### config.mk
export PLATFORM = sky130hd
export DESIGN_NAME = divider_32bit_flat
export DESIGN_NICKNAME = d
export VERILOG_FILES = /design/src/rtl/divider_pkg.sv /design/src/rtl/divider_32bit_if.sv /design/src/rtl/div_restore_step.sv /design/src/rtl/divider_32bit.sv /design/src/flat_wrapper.sv
export SDC_FILE = /design/constraint.sdc
export NUM_CORES = 1
export LEC_CHECK = 0
export ABC_AREA = 1
export BUFFER_PORTS_ARGS = -buffer_cell sky130_fd_sc_hd__buf_2
export CAP_MARGIN = 15
export CORE_ASPECT_RATIO = 0.9
export CORE_UTILIZATION = 50
export DETAILED_ROUTE_END_ITERATION = 10
export PLACE_DENSITY = 0.69
export SYNTH_ARGS = -nofsm -noshare
export SYNTH_HDL_FRONTEND = slang
export SYNTH_HIERARCHICAL = 1
export SYNTH_SLANG_ARGS = --single-unit
### constraint.sdc
create_clock -name clk -period 2.8 [get_ports clk]
set_input_delay 0.56 -clock clk [delete_from_list [all_inputs] [get_ports clk]]
set_output_delay 0.56 -clock clk [all_outputs]
set_load 0.03 [all_outputs]
### src/rtl/divider_pkg.sv
// Shared types, sizes and two's-complement helpers for the restoring divider.
package divider_pkg;

    localparam int DIV_WIDTH = 32;
    localparam int DIV_CNT_W = 6;

    typedef enum logic [2:0] {
        IDLE = 3'd0,
        CALC = 3'd1,
        FIX  = 3'd2,
        DONE = 3'd3,
        WAIT = 3'd4
    } div_state_t;

    function automatic logic [DIV_WIDTH-1:0] twos_neg(input logic [DIV_WIDTH-1:0] v);
        return ~v + {{(DIV_WIDTH-1){1'b0}}, 1'b1};
    endfunction

    // Absolute value when the operand is interpreted as signed, identity otherwise.
    function automatic logic [DIV_WIDTH-1:0] magnitude(input logic [DIV_WIDTH-1:0] v,
                                                       input logic sgn);
        if (sgn && v[DIV_WIDTH-1]) begin
            return twos_neg(v);
        end else begin
            return v;
        end
    endfunction

endpackage

### src/rtl/divider_32bit_if.sv
// Request/result bundle between a divider client (master) and the divider (slave).
interface divider_32bit_if;

    logic                               div_begin;
    logic                               div_signed;
    logic [divider_pkg::DIV_WIDTH-1:0]  dividend;
    logic [divider_pkg::DIV_WIDTH-1:0]  divisor;
    logic [divider_pkg::DIV_WIDTH-1:0]  quotient;
    logic [divider_pkg::DIV_WIDTH-1:0]  remainder;
    logic                               div_end;

    modport master (
        output div_begin, div_signed, dividend, divisor,
        input  quotient, remainder, div_end
    );

    modport slave (
        input  div_begin, div_signed, dividend, divisor,
        output quotient, remainder, div_end
    );

endinterface

### src/rtl/div_restore_step.sv
// One restoring-division step: shift in a dividend bit, subtract divisor if it fits.
module div_restore_step
    import divider_pkg::*;
#(
    parameter int W = DIV_WIDTH
) (
    input  logic [W-1:0] rem,
    input  logic         next_bit,
    input  logic [W-1:0] divisor,
    output logic [W-1:0] new_rem,
    output logic         q_bit
);

    logic [W:0] shifted_s;

    // The shifted remainder can need W+1 bits; the difference always fits in W when taken.
    always_comb begin
        shifted_s = {rem, next_bit};
        if (shifted_s >= {1'b0, divisor}) begin
            q_bit   = 1'b1;
            new_rem = shifted_s[W-1:0] - divisor;
        end else begin
            q_bit   = 1'b0;
            new_rem = shifted_s[W-1:0];
        end
    end

endmodule

### src/rtl/divider_32bit.sv
// Multi-cycle restoring divider, signed/unsigned, one quotient bit per clock.
module divider_32bit
    import divider_pkg::*;
#(
    parameter int WIDTH = DIV_WIDTH
) (
    input  logic            clk,
    input  logic            resetn,
    divider_32bit_if.slave  bus
);

    localparam logic [DIV_CNT_W-1:0] LAST_STEP = 6'd31;
    localparam logic [DIV_CNT_W-1:0] CNT_ONE   = 6'd1;

    div_state_t             state_r;
    div_state_t             state_nxt_s;
    logic [DIV_CNT_W-1:0]   cnt_r;
    logic [WIDTH-1:0]       dvd_r;
    logic [WIDTH-1:0]       rem_r;
    logic [WIDTH-1:0]       dsr_r;
    logic                   neg_q_r;
    logic                   neg_r_r;
    logic [WIDTH-1:0]       quotient_r;
    logic [WIDTH-1:0]       remainder_r;
    logic                   div_end_r;
    logic [WIDTH-1:0]       step_rem_s;
    logic                   step_q_s;

    div_restore_step #(.W(WIDTH)) u_step (
        .rem      (rem_r),
        .next_bit (dvd_r[WIDTH-1]),
        .divisor  (dsr_r),
        .new_rem  (step_rem_s),
        .q_bit    (step_q_s)
    );

    // State register.
    always_ff @(posedge clk or negedge resetn) begin
        if (!resetn) begin
            state_r <= IDLE;
        end else begin
            state_r <= state_nxt_s;
        end
    end

    // Next-state logic; dropping div_begin while busy abandons the operation.
    always_comb begin
        state_nxt_s = state_r;
        case (state_r)
            IDLE: begin
                if (bus.div_begin) state_nxt_s = CALC;
                else               state_nxt_s = IDLE;
            end
            CALC: begin
                if (!bus.div_begin)         state_nxt_s = IDLE;
                else if (cnt_r == LAST_STEP) state_nxt_s = FIX;
                else                        state_nxt_s = CALC;
            end
            FIX: begin
                if (!bus.div_begin) state_nxt_s = IDLE;
                else                state_nxt_s = DONE;
            end
            DONE: state_nxt_s = WAIT;
            WAIT: begin
                if (!bus.div_begin) state_nxt_s = IDLE;
                else                state_nxt_s = WAIT;
            end
            default: state_nxt_s = IDLE;
        endcase
    end

    // Datapath: operand capture, iteration, sign fix-up and result registers.
    always_ff @(posedge clk or negedge resetn) begin
        if (!resetn) begin
            cnt_r       <= '0;
            dvd_r       <= '0;
            rem_r       <= '0;
            dsr_r       <= '0;
            neg_q_r     <= 1'b0;
            neg_r_r     <= 1'b0;
            quotient_r  <= '0;
            remainder_r <= '0;
            div_end_r   <= 1'b0;
        end else begin
            div_end_r <= (state_r == DONE);
            case (state_r)
                IDLE: begin
                    if (bus.div_begin) begin
                        cnt_r   <= '0;
                        rem_r   <= '0;
                        dvd_r   <= magnitude(bus.dividend, bus.div_signed);
                        dsr_r   <= magnitude(bus.divisor, bus.div_signed);
                        neg_q_r <= bus.div_signed & (bus.dividend[WIDTH-1] ^ bus.divisor[WIDTH-1]);
                        neg_r_r <= bus.div_signed & bus.dividend[WIDTH-1];
                    end else begin
                        cnt_r <= cnt_r;
                    end
                end
                CALC: begin
                    rem_r <= step_rem_s;
                    dvd_r <= {dvd_r[WIDTH-2:0], step_q_s};
                    cnt_r <= cnt_r + CNT_ONE;
                end
                FIX: begin
                    if (bus.div_begin) begin
                        // Zero divisor reports all-ones regardless of operand signs.
                        if (dsr_r == '0)  quotient_r <= {WIDTH{1'b1}};
                        else if (neg_q_r) quotient_r <= twos_neg(dvd_r);
                        else              quotient_r <= dvd_r;
                        remainder_r <= neg_r_r ? twos_neg(rem_r) : rem_r;
                    end else begin
                        quotient_r <= quotient_r;
                    end
                end
                default: begin
                    cnt_r <= cnt_r;
                end
            endcase
        end
    end

    assign bus.quotient  = quotient_r;
    assign bus.remainder = remainder_r;
    assign bus.div_end   = div_end_r;

endmodule

### src/flat_wrapper.sv
// flat-port wrapper written by rule: the top's interface ports become plain ports
module divider_32bit_flat import divider_pkg::*;
#(
    parameter int WIDTH = DIV_WIDTH
)
  (clk, resetn, bus_div_begin, bus_div_signed, bus_dividend, bus_divisor, bus_quotient, bus_remainder, bus_div_end);
  divider_32bit_if bus_i ();
  input  logic clk;
  input  logic resetn;
  input wire logic [$bits(bus_i.div_begin)-1:0] bus_div_begin;
  input wire logic [$bits(bus_i.div_signed)-1:0] bus_div_signed;
  input wire logic [$bits(bus_i.dividend)-1:0] bus_dividend;
  input wire logic [$bits(bus_i.divisor)-1:0] bus_divisor;
  output wire logic [$bits(bus_i.quotient)-1:0] bus_quotient;
  output wire logic [$bits(bus_i.remainder)-1:0] bus_remainder;
  output wire logic [$bits(bus_i.div_end)-1:0] bus_div_end;
  assign bus_i.div_begin = bus_div_begin;
  assign bus_i.div_signed = bus_div_signed;
  assign bus_i.dividend = bus_dividend;
  assign bus_i.divisor = bus_divisor;
  assign bus_quotient = bus_i.quotient;
  assign bus_remainder = bus_i.remainder;
  assign bus_div_end = bus_i.div_end;
  divider_32bit #(.WIDTH(WIDTH)) u_core (.clk(clk), .resetn(resetn), .bus(bus_i));
endmodule
==> impl_metrics.ini, run 1 <==
[placement]
place_ws_ns = 0.271
dp.cells = 2571
dp_hpwl_um = 33900
io_buffers = 132
gp_congestion = 0.973

[synth]
ys_ff_latch = 172
synthesis.area_mm2 = 0.0135
syn_nets = 2231
synth_commonest_cells = nand2_1 (721), inv_1 (294), nor2_1 (214)
ys_seq_area_share_pct = 31.8
synth.area.top_cells = dfrtp_1 (32%), nand2_1 (20%), inv_1 (8.2%), nand3_1 (7.5%), nor2_1 (5.9%)
synth.largest_area_cell = dfrtp_1
yosys_warnings = 6
ys.flop_type = dfrtp_1
syn_inst = 2125
ys_types = 48
synth_edf_count = 0
synth_most_common_cell = nand2_1
postSynthAreaPerCell_um2 = 6.36
synth_top_area_share_pct = 31.8
async_flop_share_pct = 100

[timing]
layout_worst_path_cycle_share_pct = 92.7
setup_tns_ns = 0
rsz0062_at_grt = false
fin_crit_ns = 2.59
max_freq_ghz = 0.385
worstMarginPinSlew_ns = 0.799
slew_headroom_pct = 46.3
finalSetupViolCount = 0
fin_ws_ns = 0.206
final_max_slew_viol_count = 0
finClkSkew_ns = 0.0177
hold_viol = 0

[clock_tree]
h-tree-depth = 4
cts_hold_buf = 0
clock-sinks = 172
clockBufferDepth = 2
clk_latency_ns = 0.44
cts_buffers = 17
cts_resized = 0
root_buffer = clkbuf_16
cts_tree = done
post_cts_buffers = 0
clkTransAtPathRegs_ns = 0.08

[floorplan]
die_h_um = 158
dieArea_mm2 = 0.0277
core_region_area_mm2 = 0.0263
boundaryPins = 133
initial_core_util_pct = 51.3
fp.dieW_um = 175
num_rows = 56

[worst_setup_path]
r2r-start = u_core/rem_r[1]
rrSetupSlack_ns = 0.21
critical_path_class = flip-flop to flip-flop
required_ns = 3.16
r2r_end = u_core/rem_r[31]
r2r_cells = 13
crit_path_end_kind = flip-flop
cp_max_fo = 35
cp.arrival_ns = 2.95
worstSetupStartpointType = flip-flop

[route]
drc = 0
num_vias = 13800
wl_per_cell_um = 16.4
drt-total-wl_um = 42800
drt-vias-per-instance = 5.31
final_antenna_net_count = 0
dr.pass1.iters = 9
drtIter0Drc = 1609

[pwr]
pwr_density_cell_mw_per_mm2 = 972
peakVddDrop_mv = 0.463
p_leak_nw = 8.16

[cells_and_area]
antenna_cells = 0
layout-drive-gt1-share_pct = 11.5
final_cells = 2603
fill_cells = 2621
nets = 2348
area_delta_synth_final_pct = 11.9

[run]
maxCapViolCount = 0

[global_route]
grt_max_degree = 81
grt_use_total_pct = 31.2
antenna_found_initial = 0
grt.overflow.total = 0
grt_pass1_wl_um = 66800
grt_pass1_vias = 12200

[status]
status = finished, final reports clean

[hold_path]
hold_path_class = primary input to asynchronous set/reset pin
-- state kept, by name (all words and copies together) (netlist names) --
| signal | count |
|---|---|
| u_core/bus.quotient | 32 |
| u_core/neg_q_r | 1 |
| u_core/rem_r | 32 |
| u_core/cnt_r | 6 |
| u_core/bus.div_end | 1 |
| u_core/dvd_r | 32 |
| u_core/bus.remainder | 32 |
| u_core/dsr_r | 32 |
| u_core/state_r | 3 |
| u_core/neg_r_r | 1 |
-- power breakdown --
part           internal [mW]  total (mW)  leakage, nW  switching, mW
Sequential              3.06        3.83         2.19          0.771
Combinational           2.73        8.41         5.68           5.67
Clock                   1.29        2.48        0.292           1.18
Total                   7.08        14.7         8.16           7.63
-- worst max-delay path by stage --
stage                          start               end  slack, ns  cells past startpoint
finish               u_core/rem_r[1]  u_core/rem_r[31]       0.21                     13
CTS                  u_core/rem_r[1]   u_core/rem_r[3]       0.26                     12
global route         u_core/rem_r[1]   u_core/rem_r[6]       0.07                     13
global placement     u_core/rem_r[1]   u_core/rem_r[3]       0.28                     12
detailed placement   u_core/rem_r[1]   u_core/rem_r[8]       0.27                     12
floorplan           u_core/rem_r[26]   u_core/rem_r[3]       0.78                     13
-- final cells by class --
type	count	area [um2]	area share, %
Clock buffer	17	425	2.81
Clock inverter	15	188	1.24
Inverter	308	1160	7.64
Multi-Input combinational cell	1585	7740	51.1
Sequential cell	172	4300	28.4
Tap cell	348	435	2.88
Timing Repair Buffer	158	887	5.86
-- layout by cell type, fill, tap and decap left out, types with 17 or more instances in the layout --
cell	n
nand2_1	721
ha_1	37
dfrtp_1	172
nand3_1	204
xor2_1	51
nand4_1	34
a21oi_1	42
o21ai_0	107
buf_2	131
buf_4	24
inv_1	294
nor2_1	214
o22ai_1	23
clkbuf_16	17
-- routing by layer --
| layer | global-route usage [%] | wire length [um] |
|---|---|---|
| met5 | 0 | 0 |
| met4 | 4.55 | 234 |
| met3 | 7.95 | 4450 |
| met2 | 41.1 | 16400 |
| met1 | 50.4 | 21700 |
-- worst max-delay path: stages (launching register included) --
cell and delay [ns]:
dfrtp_1 0.47, ha_1 0.46, nand2_1 0.18, nor3_1 0.28, nand2_1 0.11, nor2_1 0.11, nand2_1 0.08, nand2_1 0.12
nor2_4 0.10, nand2_8 0.25, nand3_1 0.14, nand2_1 0.08, nand2_1 0.05, o21ai_0 0.09
-- metrics by stage --
stage / utilization (%) / power [mW] / hold WS (ns) / area [um2]
2_1_floorplan: - / 9.69 / 0.264 / 13500
3_3_place_gp: 55.1 / 12.0 / 0.457 / 14500
3_5_place_dp: 55.1 / 12.0 / 0.465 / 14500
4_1_cts: 57.5 / 14.5 / 0.118 / 15100
5_1_grt: 57.5 / 15.9 / 0.144 / 15100
6_report: 57.5 / 14.7 / 0.0997 / 15100
-- logic make-up after synthesis --
logic type      after synthesis  share of synthesized area [%]
flops                       172                           31.8
xor+xnor                     58                           3.76
simple gates               1265                           40.5
compound gates              224                           9.41
fa+ha+maj                    38                           3.57
buf+inv                     368                           10.9
Power figures use the tool's default switching activity.
==> run 2: changes to the inputs <==
--- a/config.mk
+++ b/config.mk
@@ -14,5 +14,4 @@
 export PLACE_DENSITY = 0.69
 export SYNTH_ARGS = -nofsm -noshare
 export SYNTH_HDL_FRONTEND = slang
-export SYNTH_HIERARCHICAL = 1
 export SYNTH_SLANG_ARGS = --single-unit
==> impl_metrics.ini, run 2 <==
[worst_setup_path]
critical_path_class = flip-flop to flip-flop
cp.arrival_ns = 3.00
cp_max_fo = 33
required_ns = 3.13
rrSetupSlack_ns = 0.13
crit_path_end_kind = flip-flop
worstSetupStartpointType = flip-flop

[clock_tree]
clock-sinks = 172
root_buffer = clkbuf_16
post_cts_buffers = 0
clk_latency_ns = 0.45
cts_resized = 0
cts_buffers = 17
clockBufferDepth = 2
clkTransAtPathRegs_ns = 0.07
h-tree-depth = 4
cts_hold_buf = 0
cts_tree = done

[route]
dr.pass1.iters = 8
final_antenna_net_count = 0
highest_layer = met4
met3_length_um = 3990
wl_met1_um = 22200
drt-total-wl_um = 42200
num_vias = 13600
dr_wl_met2_um = 15600
drtIter0Drc = 1422
wl_per_cell_um = 16.6
drt-vias-per-instance = 5.36
drc = 0

[floorplan]
core_region_area_mm2 = 0.0260
die_h_um = 156
boundaryPins = 133
num_rows = 56
initial_core_util_pct = 50.7
fp.dieW_um = 173
dieArea_mm2 = 0.0270

[synth]
synth_top_area_share_pct = 32.6
async_flop_share_pct = 100
synth_commonest_cells = nand2_1 (644), inv_1 (302), nand3_1 (222)
synth.area.top_cells = dfrtp_1 (33%), nand2_1 (18%), inv_1 (8.6%), nand3_1 (8.4%), nor2_1 (5.9%)
synth_most_common_cell = nand2_1
ys.flop_type = dfrtp_1
postSynthAreaPerCell_um2 = 6.41
ys_types = 44
synth_edf_count = 0
synth.largest_area_cell = dfrtp_1
syn_inst = 2056
ys_seq_area_share_pct = 32.6
ys_ff_latch = 172
synthesis.area_mm2 = 0.0132
yosys_warnings = 0
syn_nets = 2162

[cells_and_area]
nets = 2280
area_delta_synth_final_pct = 12.7
final_common_cell = nand2_1
most-common-layout-cells = nand2_1 (644), inv_1 (302), nand3_1 (222)
antenna_cells = 0
layout-drive-gt1-share_pct = 10.5

[global_route]
antenna_found_initial = 0
grt_pass1_wl_um = 66500
grt_use_total_pct = 31.6
grt_pass1_vias = 11900
grt.overflow.total = 0
grt_max_degree = 72

[placement]
gp_congestion = 0.964
dp_hpwl_um = 33000
io_buffers = 132

[run]
maxCapViolCount = 0

[status]
status = finished, final reports clean

[timing]
finClkSkew_ns = 0.0164
fin_crit_ns = 2.67
hold_viol = 0
setup_tns_ns = 0
final_max_slew_viol_count = 0
rsz0062_at_grt = false
max_freq_ghz = 0.374
layout_worst_path_cycle_share_pct = 95.4
finalSetupViolCount = 0
slew_headroom_pct = 42.7
worstMarginPinSlew_ns = 0.859

[pwr]
p_seq_share_pct = 26.1
peakVddDrop_mv = 0.551
p_sw_share_pct = 52.1
power.internal_mw = 7.25
pwr_density_cell_mw_per_mm2 = 1020
clockPowerShare_pct = 16.4
switchingPower_mw = 7.88
p_leak_nw = 7.81
comb_power_share_pct = 57.5
power_mw = 15.1

[hold_path]
hold_path_class = primary input to asynchronous set/reset pin
## run 2: layout make-up
type	instances	area, um2
flip-flops and latches	172	4300
clock buffers	17	425
clock inverters	15	166
well taps	348	435
inverters	312	1170
multi-input cells	1510	7430
repair buffers	161	922
fillers	2598	11100
## run 2: per-layer routing
metal	GRT usage, %	vias to the layer above
li1	-	6789
met1	52.7	6157
met2	41.0	604
met3	5.87	29
met4	5.48	0
met5	0	-
## run 2: kinds of logic after synthesis
group,Yosys count,synth area share (%)
buffers and inverters,374,11.1
flip-flops,172,32.6
adder cells (fa/ha/maj),38,3.66
XOR/XNOR,69,4.58
AND/OR/NAND/NOR,1182,38.2
AO/OA/AOI/OAI,221,9.80
## run 2: power by group through the flow
stage          Combinational [mW]  Sequential [mW]  Clock (mW)
2_1_floorplan                6.03             3.86           0
3_5_place_dp                 8.42             3.94           0
3_3_place_gp                 8.40             3.92           0
6_report                     8.70             3.95        2.48
4_1_cts                      8.49             3.89        2.49
5_1_grt                      9.71             4.01        2.59
## run 2: per-stage QoR
step / hold WS (ns) / cells / cell area, um2 / util, % / setup slack, ns
6_report: 0.0338 / 2535 / 14900 / 57.2 / 0.129
5_1_grt: 0.0748 / 2535 / 14900 / 57.2 / 0.0199
4_1_cts: 0.0470 / 2535 / 14900 / 57.2 / 0.242
3_5_place_dp: 0.461 / 2503 / 14300 / 54.9 / 0.267
3_3_place_gp: 0.458 / 2503 / 14300 / 54.9 / 0.305
2_1_floorplan: 0.264 / 2056 / 13200 / - / 0.863
## run 2: worst max-delay path, cell delays in order, from the launching register on
cell and delay [ns]:
dfrtp_1 0.50, ha_1 0.44, nand2_1 0.12, nor2_1 0.20
nand2_1 0.10, nor2_1 0.16, nand3_1 0.18, nand3_2 0.13
nor2_4 0.07, nand2_4 0.34, nand2_1 0.17, nand3_1 0.10
nand2_1 0.05
## run 2: path summary, 6_finish.rpt
| kind | cells past startpoint | endpoint | from |
|---|---|---|---|
| hold / removal | 1 | u_core.bus.remainder[3] | resetn |
| setup / recovery | 12 | u_core.rem_r[0] | u_core.rem_r[21] |
| hold reg to reg | 2 | u_core.bus.remainder[30] | u_core.bus.remainder[30] |
| min in group clk | 3 | u_core.dsr_r[23] | bus_divisor[23] |
| max in group asynchronous | 2 | u_core.state_r[1] | resetn |
| setup reg to reg | 12 | u_core.rem_r[0] | u_core.rem_r[21] |
